--- src/rtl/result_select_pipe_pkg.sv ---
// Shared types and datapath defaults for the result selector pipeline.
// Latency: n/a (declarations only).
// Backpressure: n/a.
package result_select_pipe_pkg;

    // Datapath defaults for the 16-bit core result bus
    localparam int DP_WIDTH     = 16;
    localparam int DP_SEL_W     = 3;
    localparam int DP_NUM_SRC   = 6;
    localparam int DP_ERR_CNT_W = 8;

    // Occupancy of the output/skid register pair
    typedef enum logic [1:0] {
        ST_EMPTY = 2'd0,
        ST_ONE   = 2'd1,
        ST_FULL  = 2'd2
    } state_e;

endpackage

--- src/rtl/result_select_pipe_if.sv ---
// Handshake bundle between result producers, the selector and writeback.
// Latency: n/a (wires only).
// Backpressure: in_ready/out_ready valid-ready pairs on both sides.
interface result_select_pipe_if #(
    parameter int WIDTH   = 16,
    parameter int NUM_SRC = 6,
    parameter int SEL_W   = 3
);
    logic                     in_valid;
    logic                     in_ready;
    logic [NUM_SRC*WIDTH-1:0] src_data;
    logic [SEL_W-1:0]         sel;
    logic                     out_valid;
    logic                     out_ready;
    logic [WIDTH-1:0]         out_data;
    logic                     out_sel_err;

    // Selector side
    modport slave (
        input  in_valid, src_data, sel, out_ready,
        output in_ready, out_valid, out_data, out_sel_err
    );

    // Producer/consumer side
    modport master (
        output in_valid, src_data, sel, out_ready,
        input  in_ready, out_valid, out_data, out_sel_err
    );
endinterface

--- src/rtl/result_select_pipe_mux.sv ---
// Combinational NUM_SRC:1 word select; out-of-range index gives zero data and err.
// Latency: 0 cycles (pure combinational).
// Backpressure: none; caller qualifies with its own handshake.
module result_select_mux #(
    parameter int WIDTH   = 16,
    parameter int NUM_SRC = 6,
    parameter int SEL_W   = 3
) (
    input  logic [NUM_SRC*WIDTH-1:0] src_data_i,
    input  logic [SEL_W-1:0]         sel_i,
    output logic [WIDTH-1:0]         data_o,
    output logic                     err_o
);

    // Zero data and flag an error unless sel hits an existing source
    always_comb begin
        data_o = '0;
        err_o  = 1'b1;
        for (int k = 0; k < NUM_SRC; k++) begin
            if (sel_i == SEL_W'(k)) begin
                data_o = src_data_i[k*WIDTH +: WIDTH];
                err_o  = 1'b0;
            end
        end
    end

endmodule

--- src/rtl/result_select_pipe.sv ---
// Registered result selector with a 2-entry skid (output reg O + skid reg S).
// Latency: 1 cycle from accept to out_valid; one transfer per cycle sustained.
// Backpressure: in_ready decoded from registered state only (no out_ready->in_ready path).
module result_select_pipe
    import result_select_pipe_pkg::*;
#(
    parameter int WIDTH     = DP_WIDTH,
    parameter int NUM_SRC   = DP_NUM_SRC,
    parameter int SEL_W     = DP_SEL_W,
    parameter int ERR_CNT_W = DP_ERR_CNT_W
) (
    input  logic                 clk,
    input  logic                 rst_n,
    input  logic                 flush,
    result_select_pipe_if.slave  bus,
    output logic [ERR_CNT_W-1:0] err_count
);

    state_e               state_q, state_d;
    logic                 in_rdy, out_vld;
    logic                 push, pop;
    logic [WIDTH-1:0]     mux_data;
    logic                 mux_err;
    logic                 o_load, o_from_s, s_load;
    logic [WIDTH-1:0]     o_data_q, s_data_q;
    logic                 o_err_q, s_err_q;
    logic [ERR_CNT_W-1:0] err_count_q, err_count_d;

    result_select_mux #(
        .WIDTH   (WIDTH),
        .NUM_SRC (NUM_SRC),
        .SEL_W   (SEL_W)
    ) u_mux (
        .src_data_i (bus.src_data),
        .sel_i      (bus.sel),
        .data_o     (mux_data),
        .err_o      (mux_err)
    );

    assign in_rdy          = (state_q != ST_FULL);
    assign out_vld         = (state_q != ST_EMPTY);
    assign push            = bus.in_valid && in_rdy;
    assign pop             = out_vld && bus.out_ready;
    assign bus.in_ready    = in_rdy;
    assign bus.out_valid   = out_vld;
    assign bus.out_data    = o_data_q;
    assign bus.out_sel_err = o_err_q;
    assign err_count       = err_count_q;

    // Occupancy transitions and register load strobes; flush overrides everything
    always_comb begin
        state_d  = state_q;
        o_load   = 1'b0;
        o_from_s = 1'b0;
        s_load   = 1'b0;
        unique case (state_q)
            ST_EMPTY: begin
                if (push) begin
                    o_load  = 1'b1;
                    state_d = ST_ONE;
                end
            end
            ST_ONE: begin
                if (push && !pop) begin
                    s_load  = 1'b1;
                    state_d = ST_FULL;
                end else if (push && pop) begin
                    o_load  = 1'b1;
                end else if (pop) begin
                    state_d = ST_EMPTY;
                end
            end
            ST_FULL: begin
                if (pop) begin
                    o_from_s = 1'b1;
                    state_d  = ST_ONE;
                end
            end
            default: state_d = ST_EMPTY;
        endcase
        if (flush) begin
            state_d  = ST_EMPTY;
            o_load   = 1'b0;
            o_from_s = 1'b0;
            s_load   = 1'b0;
        end
    end

    // Bad-select counter, saturating; the flush cycle's transfer is discarded
    always_comb begin
        err_count_d = err_count_q;
        if (push && mux_err && !flush && (err_count_q != {ERR_CNT_W{1'b1}}))
            err_count_d = err_count_q + ERR_CNT_W'(1);
    end

    // State and counter registers
    always_ff @(posedge clk or negedge rst_n) begin
        if (!rst_n) begin
            state_q     <= ST_EMPTY;
            err_count_q <= '0;
        end else begin
            state_q     <= state_d;
            err_count_q <= err_count_d;
        end
    end

    // Output register: new word on direct load, skid word on drain
    always_ff @(posedge clk or negedge rst_n) begin
        if (!rst_n) begin
            o_data_q <= '0;
            o_err_q  <= 1'b0;
        end else if (o_load) begin
            o_data_q <= mux_data;
            o_err_q  <= mux_err;
        end else if (o_from_s) begin
            o_data_q <= s_data_q;
            o_err_q  <= s_err_q;
        end
    end

    // Skid register: parks the word accepted while O is stalled
    always_ff @(posedge clk or negedge rst_n) begin
        if (!rst_n) begin
            s_data_q <= '0;
            s_err_q  <= 1'b0;
        end else if (s_load) begin
            s_data_q <= mux_data;
            s_err_q  <= mux_err;
        end
    end

endmodule

--- src/flat_wrapper.sv ---
// flat-port wrapper written by rule: the top's interface ports become plain ports
module result_select_pipe_flat import result_select_pipe_pkg::*;
#(
    parameter int WIDTH     = DP_WIDTH,
    parameter int NUM_SRC   = DP_NUM_SRC,
    parameter int SEL_W     = DP_SEL_W,
    parameter int ERR_CNT_W = DP_ERR_CNT_W
)
  (clk, rst_n, flush, err_count, bus_in_valid, bus_src_data, bus_sel, bus_out_ready, bus_in_ready, bus_out_valid, bus_out_data, bus_out_sel_err);
  result_select_pipe_if #(.WIDTH(WIDTH), .NUM_SRC(NUM_SRC), .SEL_W(SEL_W)) bus_i ();
  input  logic clk;
  input  logic rst_n;
  input  logic flush;
  output logic [ERR_CNT_W-1:0] err_count;
  input wire logic [$bits(bus_i.in_valid)-1:0] bus_in_valid;
  input wire logic [$bits(bus_i.src_data)-1:0] bus_src_data;
  input wire logic [$bits(bus_i.sel)-1:0] bus_sel;
  input wire logic [$bits(bus_i.out_ready)-1:0] bus_out_ready;
  output wire logic [$bits(bus_i.in_ready)-1:0] bus_in_ready;
  output wire logic [$bits(bus_i.out_valid)-1:0] bus_out_valid;
  output wire logic [$bits(bus_i.out_data)-1:0] bus_out_data;
  output wire logic [$bits(bus_i.out_sel_err)-1:0] bus_out_sel_err;
  assign bus_i.in_valid = bus_in_valid;
  assign bus_i.src_data = bus_src_data;
  assign bus_i.sel = bus_sel;
  assign bus_i.out_ready = bus_out_ready;
  assign bus_in_ready = bus_i.in_ready;
  assign bus_out_valid = bus_i.out_valid;
  assign bus_out_data = bus_i.out_data;
  assign bus_out_sel_err = bus_i.out_sel_err;
  result_select_pipe #(.WIDTH(WIDTH), .NUM_SRC(NUM_SRC), .SEL_W(SEL_W), .ERR_CNT_W(ERR_CNT_W)) u_core (.clk(clk), .rst_n(rst_n), .flush(flush), .bus(bus_i), .err_count(err_count));
endmodule
--- config.mk ---
export PLATFORM = sky130hd
export DESIGN_NAME = result_select_pipe_flat
export DESIGN_NICKNAME = d
export VERILOG_FILES = /design/src/rtl/result_select_pipe_pkg.sv /design/src/rtl/result_select_pipe_if.sv /design/src/rtl/result_select_pipe_mux.sv /design/src/rtl/result_select_pipe.sv /design/src/flat_wrapper.sv
export SDC_FILE = /design/constraint.sdc
export NUM_CORES = 1
export LEC_CHECK = 0
export CAP_MARGIN = 20
export CORE_MARGIN = 2
export CORE_UTILIZATION = 36
export DETAILED_ROUTE_END_ITERATION = 6
export GPL_TIMING_DRIVEN = 0
export HOLD_SLACK_MARGIN = 0.12
export PLACE_DENSITY_LB_ADDON = 0.05
export SKIP_CTS_REPAIR_TIMING = 1
export SLEW_MARGIN = 20
export SYNTH_ARGS = -nofsm -noshare
export SYNTH_HDL_FRONTEND = slang
export SYNTH_SLANG_ARGS = --single-unit
--- constraint.sdc ---
create_clock -name clk -period 1.95 [get_ports clk]
set_input_delay 0.585 -clock clk [delete_from_list [all_inputs] [get_ports clk]]
set_output_delay 0.585 -clock clk [all_outputs]
set_load 0.02 [all_outputs]
* Word-level counts from Yosys, hierarchy flattened *
Cells that the tools add are included.

cells by class
  muxes and demuxes = 34
  equal/unequal tests = 13
  reduce and logical (&&, ||, !) cells = 14
  add/subtract/negate cells = 1

operators by type and width
  kind                   count
  $mux W16               8
  $mux W1                18
  $mux W2                6
  $add A8 B1 Y8 const B  1
  $ne A8 B8 Y1 const B   1
  $logic_and A1 B1 Y1    7
  $eq A3 B2 Y1 const B   2
  $eq A3 B3 Y1 const B   2
  $ne A3 B2 Y1 const B   2
  $pmux W2 S3            1
  $ne A4 B2 Y1 const B   1
  $ne A4 B3 Y1 const B   1
  $reduce_and A4 Y1      1
  $reduce_bool A2 Y1     2
  $eq A3 B1 Y1 const B   1
  $logic_not A3 Y1       1
  $eq A2 B1 Y1 const B   1
  $eq A2 B2 Y1 const B   1
  $logic_not A1 Y1       2
  $logic_not A2 Y1       1
  $ne A2 B2 Y1 const B   1
  $pmux W1 S2            1

word-level totals
  logic and storage cells = 68
  output and inout bits = 27
  bits of input ports = 104
  bits in registers = 44

* Longest topological paths before layout *
  word-level depth = 10
  gate-level depth with buffers = 6
  mapped depth without buffers = 5

* Modules after synthesis *
From an unflattened synthesis, not the netlist that was laid out.

second synthesis, totals
  cells, all modules = 280
  area, all modules = 2951.6 um2

modules (own cells, without submodules)
  module              times used  area each (um2)  cells each  seq. area each (um2)
  result_select_pipe  1           1976.9           165         1101.1
  result_select_mux   1           974.7            115         0.0

* Worst setup path after synthesis *
Ideal clock, no wire load.

  path type = input to register
  start point = input bus_sel[2]
  end point = register u_core.err_count_q[5] (netlist: u_core.err_count[5])
  setup time = 0.125 ns
  data arrival time = 1.557 ns
  data required time = 1.825 ns
  stages on the path = 5
  setup slack = 0.268 ns
  cells stage by stage = clkbuf_2 nand2_4 nor4_4 nand3_2 mux2_4

between the ends
  longest elaborated chain between the ends = 10
  elaborated cells on any way between the ends = 15
  those cells by class = eq/ne: 5; mux: 6; reduce/logical: 4

RTL lines
  what                                   line                          source
  from (decl)                            flat_wrapper.sv:17            input wire logic [$bits(bus_i.sel)-1:0] bus_sel;
  $logic_not A3 Y1                       result_select_pipe_mux.sv:20  if (sel_i == SEL_W'(k)) begin
  $mux W1 (5 in series)                  result_select_pipe_mux.sv:20
  $mux W1 (*)                            result_select_pipe_mux.sv:20
  $logic_and A1 B1 Y1 (*) (3 in series)  result_select_pipe.sv:92      if (push && mux_err && !flush && (err_count_q != {ERR_CNT_W{1'b1}}))
  to (signal assigned)                   result_select_pipe.sv:103     err_count_q <= err_count_d;
  to (decl)                              result_select_pipe.sv:27      logic [ERR_CNT_W-1:0] err_count_q, err_count_d;

Mark *: on every way between the ends. The rest lies on a longest branch, timed or not.
A chain may end at the register's enable or synchronous reset.

* Worst setup path after layout *
  start point = register u_core.err_count_q[0] (netlist: u_core.err_count[0])
  end point = output err_count[0]

RTL lines
  what       line                source
  to (decl)  flat_wrapper.sv:14  output logic [ERR_CNT_W-1:0] err_count;

No word-level cell between the ends.

==> flow_metrics.env <==
export IMPL_die_area_sq_um=8430
export IMPL_synth_top_area_share_pct=39.7
export IMPL_p_sw_uw=946
export IMPL_htreeDepth=2
export IMPL_synth_cell_type_count=45
export IMPL_internal_power_mw=1.93
export IMPL_syn2layout_area_growth_pct=55.7
export IMPL_vias=2788
export IMPL_crit_path_cell_trace="clkdlybuf4s50_1"
export IMPL_die_x_microns=91.8
export IMPL_maxClockFrequency_mhz=526
export IMPL_wl_per_cell_microns=15.7
export IMPL_path_class="register to primary output"
export IMPL_n_antenna_cell=0
export IMPL_critPathLaunchType="register"
export IMPL_comb_power_share_pct=37.5
export IMPL_rows=32
export IMPL_finalWorstSetupSlack_ns=0.0471
export IMPL_fin_nets=537
export IMPL_cp_slowest_cell="clkdlybuf4s50_1"
export IMPL_clkTransAtPathRegs_ns=0.07
export IMPL_synth_area_sq_um=2780
export IMPL_start_util_pct=36.5
export IMPL_drc=0
export IMPL_period_needed_ns=1.90
export IMPL_hpwlAfterDp_microns=6660
export IMPL_fin_area_sq_um=4320
export IMPL_finalCoreUtilization_pct=56.8
export IMPL_grt_max_degree=34
export IMPL_worst_pin_slew_ns=0.395
export IMPL_io_buffers=128
export IMPL_leakage_nw=1.92
export IMPL_grt_first_pass_wirelength_microns=13600
export IMPL_ys_flop_type="dfrtp_1"
export IMPL_clock_sinks=44
export IMPL_async_flop_share_pct=100
export IMPL_yosysTopAreaCell="dfrtp_1"
export IMPL_skew_ns=0.00263
export IMPL_gr_usage_all_layers_pct=20.1
export IMPL_crit_buf_inv=1
export IMPL_min_period_over_period_pct=97.6
export IMPL_ys_seq_area_share_pct=39.7
export IMPL_place_inst=527
export IMPL_rsz0062_at_grt="no"
export IMPL_slew_headroom_pct=73.4
export IMPL_clk_latency_ns=0.29
export IMPL_hold_violations=0
export IMPL_grt_pass1_vias=2774
export IMPL_ys_warn_count=0
export IMPL_syn_nets=401
export IMPL_synth_edf_count=0
export IMPL_first_pass_iters=4
export IMPL_drt_wl_total_microns=8400
export IMPL_clk_path_buf_depth=2
export IMPL_syn_mean_instance_area_sq_um=9.38
export IMPL_cts_tree="yes"
export IMPL_required_ns=1.36
export IMPL_swShare_pct=32.9
export IMPL_drive_above_1_share_pct=9.95
export IMPL_ant_nets=0
export IMPL_cts_root_buffer="clkbuf_8"
export IMPL_grt_overflow=0
export IMPL_core_area_sq_um=7610
export IMPL_finalSetupViolCount=0
export IMPL_antenna_found_initial=0
export IMPL_drv_slew=0
export IMPL_syn_inst=296
export IMPL_maxCapViolations=0
export IMPL_fp_dieH_microns=91.8
export IMPL_min_path_type="input port to asynchronous set/reset pin"
export IMPL_placed_cell_area_sq_um=4200
export IMPL_ys_seq_elements=44
export IMPL_cp_arrival_ns=1.32
export IMPL_status="complete, no violations"
export IMPL_preCtsSetupSlack_ns=-0.384
export IMPL_endpoint_kind="primary output"
export IMPL_vias_per_cell=5.22
export IMPL_gp_congestion=0.829
export IMPL_power_density_nw_per_um2=665
export IMPL_crit_fanout=4
export IMPL_clock_power_share_pct=18.7
export IMPL_power_frac_seq_pct=43.8
export IMPL_ys_top_cells_by_area="dfrtp_1 40%, mux2i_1 14%, o21ai_0 8.1%"
export IMPL_tns_ns=0
export IMPL_slowest_delay_ns=0.62
export IMPL_cp_top_family="buffers and inverters"
export IMPL_ir_drop_mv=0.281
export IMPL_drt_initial_drc_count=106
export IMPL_cts_buffers=5
export IMPL_top_level_ports=131
export IMPL_final_cell_count_no_fill=534
## worst paths after layout
| path | from | end | slack [ns] | depth (start not counted) |
|---|---|---|---|---|
| min | rst_n | u_core.err_count[3]$_DFFE_PN0P_ | 0.18 | 1 |
| min reg2reg | u_core.s_data_q[13]$_DFFE_PN0P_ | u_core.s_data_q[13]$_DFFE_PN0P_ | 0.49 | 2 |
| max | u_core.err_count[0]$_DFFE_PN0P_ | err_count[0] | 0.05 | 1 |
| max reg2reg | u_core.err_count[3]$_DFFE_PN0P_ | u_core.err_count[1]$_DFFE_PN0P_ | 0.36 | 4 |
| min in group clk | u_core.s_data_q[13]$_DFFE_PN0P_ | u_core.s_data_q[13]$_DFFE_PN0P_ | 0.49 | 2 |
| max in group asynchronous | rst_n | u_core.bus.out_data[3]$_DFFE_PN0P_ | 1.31 | 2 |
## per-layer routing
| metal | vias to the layer above | wire (microns) | track usage (%) |
|---|---|---|---|
| li1 | 1375 | - | - |
| met3 | 5 | 627 | 4.03 |
| met5 | - | 0 | 0 |
| met4 | 0 | 70 | 4.48 |
| met2 | 105 | 3950 | 32.8 |
| met1 | 1303 | 3760 | 27.5 |
## kinds of logic after synthesis
| group | share of synthesized area (%) |
|---|---|
| buffers and inverters | 4.28 |
| DFF | 39.7 |
| adders and majority gates | 0.451 |
| muxes | 16.3 |
| AOI/OAI and AO/OA | 23.0 |
| xor gates and xnor gates | 1.26 |
| and+or+nand+nor | 15.1 |
## area by class of cell
type / count / area, sq um
Clock buffer: 5 / 68.8
Timing Repair Buffer: 129 / 1320
Buffer: 19 / 113
Fill cell: 706 / 3280
Inverter: 5 / 18.8
Multi-Input combinational cell: 228 / 1560
Tap cell: 102 / 128
Clock inverter: 2 / 12.5
Sequential cell: 44 / 1100
## synthesized netlist by cell type (2+ instances only)
cell type / number
nand3b_1: 10
inv_1: 5
o22ai_1: 12
nand4_1: 2
nand2_1: 29
o21ai_1: 2
and3_1: 2
a31oi_1: 2
a22oi_1: 15
nand3_1: 3
buf_2: 4
o211ai_1: 8
clkbuf_1: 7
nand2b_1: 3
o21ai_0: 45
mux2i_1: 38
mux2_2: 2
xnor2_1: 4
nor2_1: 10
dfrtp_1: 44
nor2b_1: 3
buf_4: 6
a21oi_1: 18
## state kept, by name (all words and copies together), names as in the netlist
name	count
u_core.bus.out_data	16
u_core.err_count	8
u_core.bus.out_sel_err	1
u_core.state_q	2
u_core.s_err_q	1
u_core.s_data_q	16
## power groups by stage
stage / clock network [mW] / logic, mW / registers (mW)
after floorplan: 0 / 0.399 / 1.38
after global placement: 0 / 1.06 / 1.27
after detailed placement: 0 / 1.08 / 1.28
after CTS: 0.566 / 1.09 / 1.26
after global routing: 0.591 / 1.18 / 1.29
final: 0.538 / 1.08 / 1.26
## per-stage QoR
step                      hold WS [ns]  power, mW
after floorplan                  0.289       1.78
after global placement           0.462       2.33
after detailed placement         0.470       2.36
after CTS                        0.178       2.91
after global routing             0.187       3.05
final                            0.175       2.87
## placed cells by master (no fill, tap or decap), types with 2 or more instances in the layout
| master | count |
|---|---|
| clkdlybuf4s50_1 | 116 |
| o21ai_0 | 45 |
| dfrtp_1 | 42 |
| mux2i_1 | 38 |
| nand2_1 | 28 |
| a21oi_1 | 18 |
| a22oi_1 | 15 |
| o22ai_1 | 12 |
| nand3b_1 | 10 |
| nor2_1 | 10 |
| dlymetal6s2s_1 | 10 |
| o211ai_1 | 8 |
| clkbuf_2 | 7 |
| buf_4 | 6 |
| inv_1 | 5 |
| clkbuf_8 | 5 |
| buf_2 | 4 |
| xnor2_1 | 4 |
| nor2b_1 | 3 |
| nand2b_1 | 3 |
| nand3_1 | 3 |
| nor3b_2 | 2 |
| clkbuf_1 | 2 |
| mux2_2 | 2 |
| and3_1 | 2 |
| a31oi_1 | 2 |
| o21ai_1 | 2 |
| nand4_1 | 2 |
| dfrtp_2 | 2 |
No activity file was read; power rests on OpenSTA's default activity.
